===== config.mk =====
export PLATFORM = sky130hd
export DESIGN_NAME = whack_game_engine_flat
export DESIGN_NICKNAME = d
export VERILOG_FILES = /design/src/rtl/whack_game_engine_if.sv /design/src/rtl/whack_game_engine.sv /design/src/flat_wrapper.sv
export SDC_FILE = /design/constraint.sdc
export NUM_CORES = 1
export LEC_CHECK = 0
export CORE_MARGIN = 8
export CORE_UTILIZATION = 55
export DETAILED_ROUTE_END_ITERATION = 8
export GPL_ROUTABILITY_DRIVEN = 0
export PLACE_DENSITY = 0.75
export SKIP_LAST_GASP = 1
export SYNTH_ARGS = -nofsm -noshare
export SYNTH_HDL_FRONTEND = slang
export SYNTH_SLANG_ARGS = --single-unit

===== constraint.sdc =====
create_clock -name clock_i -period 19.4 [get_ports clock_i]
set_input_delay 1.94 -clock clock_i [delete_from_list [all_inputs] [get_ports clock_i]]
set_output_delay 1.94 -clock clock_i [all_outputs]
set_load 0.005 [all_outputs]

===== src/rtl/whack_game_engine_if.sv =====
// Signal bundle between the game engine, its tick/mode/switch sources and the
// score/timer display path.
interface whack_game_engine_if #(
    parameter int NUM_HOLES = 16,
    parameter int SCORE_W   = 14
);
    logic                 tick_i;
    logic                 start_i;
    logic [1:0]           mode_i;
    logic [NUM_HOLES-1:0] switches_i;
    logic [NUM_HOLES-1:0] moles_o;
    logic [1:0]           state_o;
    logic [7:0]           time_left_o;
    logic [SCORE_W-1:0]   score_o;
    logic [SCORE_W-1:0]   misses_o;

    modport master (
        output tick_i, start_i, mode_i, switches_i,
        input  moles_o, state_o, time_left_o, score_o, misses_o
    );

    modport slave (
        input  tick_i, start_i, mode_i, switches_i,
        output moles_o, state_o, time_left_o, score_o, misses_o
    );
endinterface


===== src/rtl/whack_game_engine.sv =====
// Single-clock whack-a-mole engine: countdown, timed play with several moles,
// per-mole lifetimes, hit/penalty scoring and miss counting, all on tick_i.
module whack_game_engine #(
    parameter int NUM_HOLES         = 16,
    parameter int MAX_ACTIVE        = 2,
    parameter int GAME_SECONDS      = 30,
    parameter int COUNTDOWN_SECONDS = 3,
    parameter int SCORE_W           = 14
) (
    input  logic                clock_i,
    input  logic                reset_i,
    whack_game_engine_if.slave  bus
);
    localparam int HOLE_W = $clog2(NUM_HOLES);
    localparam logic [HOLE_W:0]    MAX_ACT   = MAX_ACTIVE[HOLE_W:0];
    localparam logic [7:0]         GAME_T    = GAME_SECONDS[7:0];
    localparam logic [7:0]         CD_T      = COUNTDOWN_SECONDS[7:0];
    localparam logic [SCORE_W-1:0] SCORE_MAX = {SCORE_W{1'b1}};

    typedef enum logic [1:0] {
        S_IDLE      = 2'd0,
        S_COUNTDOWN = 2'd1,
        S_PLAY      = 2'd2,
        S_OVER      = 2'd3
    } state_t;

    state_t               state_q, state_d;
    logic [1:0]           sub_q, sub_d;
    logic [7:0]           time_q, time_d;
    logic [SCORE_W-1:0]   score_q, score_d;
    logic [SCORE_W-1:0]   miss_q, miss_d;
    logic [NUM_HOLES-1:0] moles_q, moles_d;
    logic [3:0]           life_q [NUM_HOLES];
    logic [3:0]           life_d [NUM_HOLES];
    logic [1:0]           mode_q, mode_d;
    logic [15:0]          lfsr_q, lfsr_d;
    logic [NUM_HOLES-1:0] sync1_q, sync1_d;
    logic [NUM_HOLES-1:0] sync2_q, sync2_d;
    logic [NUM_HOLES-1:0] prev_q, prev_d;

    logic [NUM_HOLES-1:0] rise;
    logic [NUM_HOLES-1:0] hit;
    logic [NUM_HOLES-1:0] expired;
    logic                 wrong_any;
    logic                 second;
    logic [HOLE_W-1:0]    cand;

    function automatic logic [3:0] life_of(input logic [1:0] m);
        case (m)
            2'd1:    return 4'd8;
            2'd2:    return 4'd4;
            2'd3:    return 4'd2;
            default: return 4'd0;
        endcase
    endfunction

    function automatic logic [HOLE_W:0] count_ones(input logic [NUM_HOLES-1:0] v);
        logic [HOLE_W:0] n;
        n = '0;
        for (int i = 0; i < NUM_HOLES; i++) begin
            n = n + {{HOLE_W{1'b0}}, v[i]};
        end
        return n;
    endfunction

    // Saturating add of a small count, with an optional single-step decrement floored at 0.
    function automatic logic [SCORE_W-1:0] sat_update(input logic [SCORE_W-1:0] base,
                                                     input logic [HOLE_W:0]    inc,
                                                     input logic               dec);
        logic [SCORE_W+1:0] sum;
        sum = {2'b00, base} + {{(SCORE_W+1-HOLE_W){1'b0}}, inc};
        if (dec && (sum != '0)) begin
            sum = sum - {{(SCORE_W+1){1'b0}}, 1'b1};
        end
        if (sum > {2'b00, SCORE_MAX}) begin
            return SCORE_MAX;
        end
        return sum[SCORE_W-1:0];
    endfunction

    always_comb begin
        state_d = state_q;
        sub_d   = sub_q;
        time_d  = time_q;
        score_d = score_q;
        miss_d  = miss_q;
        moles_d = moles_q;
        life_d  = life_q;
        mode_d  = mode_q;
        lfsr_d  = {lfsr_q[14:0], lfsr_q[15] ^ lfsr_q[13] ^ lfsr_q[12] ^ lfsr_q[10]};
        sync1_d = bus.switches_i;
        sync2_d = sync1_q;
        prev_d  = sync2_q;

        rise      = sync2_q & ~prev_q;
        hit       = rise & moles_q;
        wrong_any = |(rise & ~moles_q);
        expired   = '0;
        second    = bus.tick_i && (sub_q == 2'd3);
        cand      = lfsr_q[HOLE_W-1:0];

        if (bus.tick_i) begin
            sub_d = sub_q + 2'd1;
        end

        case (state_q)
            S_IDLE, S_OVER: begin
                if (bus.start_i && (bus.mode_i != 2'd0)) begin
                    state_d = S_COUNTDOWN;
                    mode_d  = bus.mode_i;
                    time_d  = CD_T;
                    score_d = '0;
                    miss_d  = '0;
                    sub_d   = 2'd0;
                end
            end
            S_COUNTDOWN: begin
                if (second) begin
                    if (time_q == 8'd1) begin
                        state_d = S_PLAY;
                        time_d  = GAME_T;
                        moles_d = '0;
                        sub_d   = 2'd0;
                        for (int h = 0; h < NUM_HOLES; h++) life_d[h] = 4'd0;
                    end else begin
                        time_d = time_q - 8'd1;
                    end
                end
            end
            S_PLAY: begin
                // Whacks still score on the final second; moles left lit are simply dropped.
                score_d = sat_update(score_q, count_ones(hit), wrong_any);
                if (second && (time_q == 8'd1)) begin
                    state_d = S_OVER;
                    time_d  = 8'd0;
                    moles_d = '0;
                    sub_d   = 2'd0;
                    for (int h = 0; h < NUM_HOLES; h++) life_d[h] = 4'd0;
                end else begin
                    if (second) begin
                        time_d = time_q - 8'd1;
                    end
                    for (int h = 0; h < NUM_HOLES; h++) begin
                        if (hit[h]) begin
                            moles_d[h] = 1'b0;
                            life_d[h]  = 4'd0;
                        end else if (moles_q[h] && bus.tick_i) begin
                            life_d[h] = life_q[h] - 4'd1;
                            if (life_q[h] == 4'd1) begin
                                moles_d[h] = 1'b0;
                                expired[h] = 1'b1;
                            end
                        end
                    end
                    // A candidate that is lit (including one being hit) never spawns.
                    if (bus.tick_i && (count_ones(moles_q) < MAX_ACT) && !moles_q[cand]) begin
                        moles_d[cand] = 1'b1;
                        life_d[cand]  = life_of(mode_q);
                    end
                    miss_d = sat_update(miss_q, count_ones(expired), 1'b0);
                end
            end
            default: begin
                state_d = S_IDLE;
            end
        endcase
    end

    always_ff @(posedge clock_i or posedge reset_i) begin
        if (reset_i) begin
            state_q <= S_IDLE;
            sub_q   <= 2'd0;
            time_q  <= 8'd0;
            score_q <= '0;
            miss_q  <= '0;
            moles_q <= '0;
            for (int h = 0; h < NUM_HOLES; h++) life_q[h] <= 4'd0;
            mode_q  <= 2'd0;
            lfsr_q  <= 16'hACE1;
            sync1_q <= '0;
            sync2_q <= '0;
            prev_q  <= '0;
        end else begin
            state_q <= state_d;
            sub_q   <= sub_d;
            time_q  <= time_d;
            score_q <= score_d;
            miss_q  <= miss_d;
            moles_q <= moles_d;
            life_q  <= life_d;
            mode_q  <= mode_d;
            lfsr_q  <= lfsr_d;
            sync1_q <= sync1_d;
            sync2_q <= sync2_d;
            prev_q  <= prev_d;
        end
    end

    assign bus.moles_o     = moles_q;
    assign bus.state_o     = state_q;
    assign bus.time_left_o = time_q;
    assign bus.score_o     = score_q;
    assign bus.misses_o    = miss_q;
endmodule

===== src/flat_wrapper.sv =====
// flat-port wrapper written by rule: the top's interface ports become plain ports
module whack_game_engine_flat 
#(
    parameter int NUM_HOLES         = 16,
    parameter int MAX_ACTIVE        = 2,
    parameter int GAME_SECONDS      = 30,
    parameter int COUNTDOWN_SECONDS = 3,
    parameter int SCORE_W           = 14
)
  (clock_i, reset_i, bus_tick_i, bus_start_i, bus_mode_i, bus_switches_i, bus_moles_o, bus_state_o, bus_time_left_o, bus_score_o, bus_misses_o);
  whack_game_engine_if #(.NUM_HOLES(NUM_HOLES), .SCORE_W(SCORE_W)) bus_i ();
  input  logic clock_i;
  input  logic reset_i;
  input wire logic [$bits(bus_i.tick_i)-1:0] bus_tick_i;
  input wire logic [$bits(bus_i.start_i)-1:0] bus_start_i;
  input wire logic [$bits(bus_i.mode_i)-1:0] bus_mode_i;
  input wire logic [$bits(bus_i.switches_i)-1:0] bus_switches_i;
  output wire logic [$bits(bus_i.moles_o)-1:0] bus_moles_o;
  output wire logic [$bits(bus_i.state_o)-1:0] bus_state_o;
  output wire logic [$bits(bus_i.time_left_o)-1:0] bus_time_left_o;
  output wire logic [$bits(bus_i.score_o)-1:0] bus_score_o;
  output wire logic [$bits(bus_i.misses_o)-1:0] bus_misses_o;
  assign bus_i.tick_i = bus_tick_i;
  assign bus_i.start_i = bus_start_i;
  assign bus_i.mode_i = bus_mode_i;
  assign bus_i.switches_i = bus_switches_i;
  assign bus_moles_o = bus_i.moles_o;
  assign bus_state_o = bus_i.state_o;
  assign bus_time_left_o = bus_i.time_left_o;
  assign bus_score_o = bus_i.score_o;
  assign bus_misses_o = bus_i.misses_o;
  whack_game_engine #(.NUM_HOLES(NUM_HOLES), .MAX_ACTIVE(MAX_ACTIVE), .GAME_SECONDS(GAME_SECONDS), .COUNTDOWN_SECONDS(COUNTDOWN_SECONDS), .SCORE_W(SCORE_W)) u_core (.clock_i(clock_i), .reset_i(reset_i), .bus(bus_i));
endmodule

==> results.md <==
Outcome:
- The run finished with clean final reports.

Synthesis:
- During synthesis, Yosys emitted a total of 0 warnings.
- The share of the synthesized area in the top cell type is 38.5%.
- The synthesized design contains 0 enable-type register cells.
- The net count after synthesis is 1,341.
- By area the synthesized netlist is led by sky130_fd_sc_hd__dfrtp_1, sky130_fd_sc_hd__ha_1, sky130_fd_sc_hd__fa_1.
- The biggest area consumer among synthesized cells is sky130_fd_sc_hd__dfrtp_1.
- Averaged over all synthesized cells, the footprint is 9.48 µm².
- The most frequently used flop master after synthesis is sky130_fd_sc_hd__dfrtp_1.
- The sequential share of the synthesized area is just over 40%.
- The fraction of registers with async set/reset is 100%.
- The post-synth design cell area is around 12,000 µm².
- The number of register bits inferred by synthesis is between 150 and 200.
- Synthesis produced about 1,200 cells.
- The netlist uses 81 different library cells.

GRT:
- The first-pass GRT wire length is approximately 50,000 µm.
- The global router's overall resource usage is 23.6%.
- The number of antenna violations at the first check in global routing was 1.
- For this run the aggregate overflow at the end of global routing stands at 0.
- The via count of the first global-routing pass is 9,817.
- Entering global routing, the biggest net connects 116 pins.

Min path:
- The worst hold path belongs to the class flop to flop.

Floorplanning:
- The core footprint is approximately 21,000 µm².
- The starting density of the core is a little under three fifths.
- The area enclosed by the die boundary is between 20,000 and 30,000 µm².
- Pin placement for this block handled 76 I/O pins.
- In this run the horizontal extent of the chip is 161 µm.
- After floorplanning, the core was divided into between 50 and 60 placement rows.
- The die is ~160 µm tall.

Timing:
- The final number of hold-violating endpoints is 0.
- The clock arrives with around 0.011 ns of skew.
- Setup repair after global routing left no endpoint under its margin.
- The actual slew at the worst max-slew pin is around 1.4 ns.
- The worst pin sits at a relative slew slack of between 6 and 7%.
- Dividing the final minimum period by the clock period gives 44.1%.
- Setup violations remaining at the end of the flow were counted as 0.
- The count of final max-slew check failures is 0.
- The routed design could run at a clock period as short as roughly 8.6 ns.
- The minimum setup slack in the final design is between 10 and 15 ns.
- The highest clock frequency the design can meet is 117 MHz.
- Final hold analysis gives a worst-case slack of 0.342 ns.
- The total negative slack is 0 ns.

Drt:
- For this block, the via count after detailed routing is about 9,900.
- The post-route DRC violation count is 0.
- The first detailed-routing pass took 5 iterations.
- The overall routed net length is approximately 30,000 µm.
- Dividing the detail-routed wire length by the instance count gives around 19 µm.
- The via density per instance is 6.28.
- Once detail routing completed, the nets flagged for antenna violations numbered 0.
- The count of routing violations after the opening detailed-route iteration is 843.

Cells and area:
- The area taken by flip-flops and latches is about 4700 µm².
- Compared with the post-synthesis result, the final layout area differs by 13.9%.
- For this run, the post-layout net count is approximately 1,400.
- In the final layout, the share of cells above drive strength 1 is ~6.6%.
- The area of all placed cells without fillers is approximately 13,000 µm².
- Cells fill 63.4% of the core in the end.
- The number of antenna diodes in the final layout is 0.
- In the final layout, the multi-input gates occupy between 6000 and 7000 µm².
- The filler cells instantiated in the layout total 1,732.
- After the flow finishes, the layout carries non-filler instances totaling between 1,500 and 2,000.

Power:
- The leakage power of the design is around 5.7 nW.
- The worst supply voltage drop on vdd is between 0.07 and 0.08 mV.
- The power density normalized to cell area is a little under 100 nW/µm².
- The design draws 1.29 mW.

Placed design:
- The number of I/O port buffers is between 70 and 80.
- After detailed placement, the total cell area comes to approximately 13,000 µm².
- The number of cells after detailed placement is about 1,500.
- The HPWL after detailed placement is roughly 21,000 µm.
- OpenSTA, run right after detailed placement, puts the worst setup slack at 10.47 ns.

Clocking:
- The H-tree depth is 4.
- Clock latency on the worst-skew pair, taken at its later pin, is 0.44 ns.
- The number of clock sinks is between 150 and 200.
- TritonCTS created 17 clock buffers.
- The clock transition at the registers of the reported paths is roughly 0.080 ns.
- Clock tree synthesis selected as its root buffer the cell sky130_fd_sc_hd__clkbuf_16.
- Gates resized during post-CTS repair numbered 0.
- The post-CTS repair timing setup buffer count is 0.
- In this run the deepest clock path goes through 2 buffers.
- TritonCTS built the clock tree.
- The count of hold buffers inserted by post-cts repair is 0.

Worst setup path:
- The data arrival time at the worst-slack endpoint is around 8.9 ns.
- The maximum fanout along the worst path is 38.
- For the worst setup path, the data required time is just under 20 ns.
- The type of the worst setup path is primary input to flop.
- STA classifies the critical path startpoint as a primary input.
- The type of destination of the critical path is a flop.

Run:
- The number of max-cap violations is 0.
==> cells in the final DEF, fill, tap and decap left out, drive strengths merged, types with 19 or more instances in the layout <==
cell / count
dfrtp: 178
nand2: 114
inv: 109
a21oi: 86
o21ai: 83
nor2: 81
clkdlybuf4s50: 75
ha: 66
nor3: 41
nand3: 31
fa: 31
a221o: 26
nor2b: 25
a21o: 23
nor3b: 23
o31ai: 20
nor4b: 19
==> area by class of cell <==
class,instances,area share [%]
clock buffers,17,3.22
well taps,275,2.61
repair buffers,82,6.09
inverters,103,2.99
clock inverters,15,1.19
flip-flops and latches,186,35.4
multi-input cells,893,48.5
==> cell families after synthesis <==
group | count (synthesis) | synth area share [%]
xor+xnor | 27 | 2.04
mux | 10 | 1.40
flops | 186 | 40.3
compound gates | 333 | 19.6
fa+ha+maj | 97 | 12.5
simple gates | 426 | 19.5
buf+inv | 143 | 4.69
==> power by group <==
group	internal (mW)	switching [mW]	total, mW
Sequential	0.416	0.0386	0.455
Combinational	0.189	0.302	0.491
Clock	0.172	0.175	0.348
Total	0.778	0.516	1.29
==> registers in the layout, summed over array words and instances (netlist names) <==
name / count
u_core.life_q: 64
u_core.bus.moles_o: 16
u_core.lfsr_q: 16
u_core.prev_d: 16
u_core.prev_q: 16
u_core.sync1_q: 16
u_core.bus.misses_o: 14
u_core.bus.score_o: 14
u_core.bus.time_left_o: 8
u_core.bus.state_o: 2
u_core.mode_q: 2
u_core.sub_q: 2
==> Yosys cell counts (5+ instances only) <==
cell / number
sky130_fd_sc_hd__a211o_1: 6
sky130_fd_sc_hd__a211oi_1: 6
sky130_fd_sc_hd__a21o_1: 23
sky130_fd_sc_hd__a21oi_1: 86
sky130_fd_sc_hd__a221o_1: 26
sky130_fd_sc_hd__a22o_1: 12
sky130_fd_sc_hd__a31oi_1: 11
sky130_fd_sc_hd__and3_1: 16
sky130_fd_sc_hd__buf_1: 6
sky130_fd_sc_hd__clkbuf_1: 31
sky130_fd_sc_hd__dfrtp_1: 178
sky130_fd_sc_hd__dfstp_2: 8
sky130_fd_sc_hd__fa_1: 31
sky130_fd_sc_hd__ha_1: 66
sky130_fd_sc_hd__inv_1: 101
sky130_fd_sc_hd__mux2i_1: 5
sky130_fd_sc_hd__mux4_2: 5
sky130_fd_sc_hd__nand2_1: 113
sky130_fd_sc_hd__nand2b_1: 9
sky130_fd_sc_hd__nand3_1: 31
sky130_fd_sc_hd__nand3b_1: 5
sky130_fd_sc_hd__nor2_1: 73
sky130_fd_sc_hd__nor2_2: 6
sky130_fd_sc_hd__nor2b_1: 25
sky130_fd_sc_hd__nor3_1: 40
sky130_fd_sc_hd__nor3b_1: 22
sky130_fd_sc_hd__nor4_1: 13
sky130_fd_sc_hd__nor4b_1: 19
sky130_fd_sc_hd__o211ai_1: 5
sky130_fd_sc_hd__o21ai_0: 78
sky130_fd_sc_hd__o21ai_1: 5
sky130_fd_sc_hd__o22ai_1: 5
sky130_fd_sc_hd__o311a_1: 7
sky130_fd_sc_hd__o31ai_1: 19
sky130_fd_sc_hd__or2_2: 8
sky130_fd_sc_hd__or3_1: 17
sky130_fd_sc_hd__or4_1: 5
sky130_fd_sc_hd__xnor2_1: 18
sky130_fd_sc_hd__xor2_1: 9
==> worst paths after layout <==
check / start / to / slack [ns] / cells past startpoint
max: bus_tick_i / u_core.bus.misses_o[13] / 10.84 / 22
min in group asynchronous: reset_i / u_core.lfsr_q[14] / 2.07 / 2
min: u_core.sync1_q[4] / u_core.prev_d[4] / 0.34 / 0
max in group asynchronous: reset_i / u_core.life_q[0] / 15.87 / 3
max reg2reg: u_core.prev_q[0] / u_core.bus.score_o[12] / 11.70 / 20
min reg2reg: u_core.sync1_q[4] / u_core.prev_d[4] / 0.34 / 0
==> worst max-delay path, cell delays in order <==
cell,delay (ns)
sky130_fd_sc_hd__clkdlybuf4s50_1,0.45
sky130_fd_sc_hd__buf_4,0.43
sky130_fd_sc_hd__nand2_1,0.25
sky130_fd_sc_hd__nor4b_1,0.42
sky130_fd_sc_hd__nor2b_1,0.18
sky130_fd_sc_hd__ha_1,0.23
sky130_fd_sc_hd__inv_1,0.08
sky130_fd_sc_hd__fa_1,0.41
sky130_fd_sc_hd__fa_1,0.52
sky130_fd_sc_hd__fa_1,0.54
sky130_fd_sc_hd__fa_1,0.53
sky130_fd_sc_hd__fa_1,0.47
sky130_fd_sc_hd__fa_1,0.50
sky130_fd_sc_hd__inv_1,0.07
sky130_fd_sc_hd__fa_1,0.42
sky130_fd_sc_hd__a21o_1,0.19
sky130_fd_sc_hd__a21oi_1,0.21
sky130_fd_sc_hd__nor2b_1,0.09
sky130_fd_sc_hd__o21ai_0,0.39
sky130_fd_sc_hd__nor2_1,0.14
sky130_fd_sc_hd__o31ai_1,0.25
sky130_fd_sc_hd__a21oi_1,0.10
==> layer usage <==
metal  part of all wire (%)  GRT usage [%]
met1                     42           30.7
met3                    6.9           4.68
met5                  0.043              0
met4                    2.8           9.60
met2                     48           37.9
(Power assumes the default switching activity.)
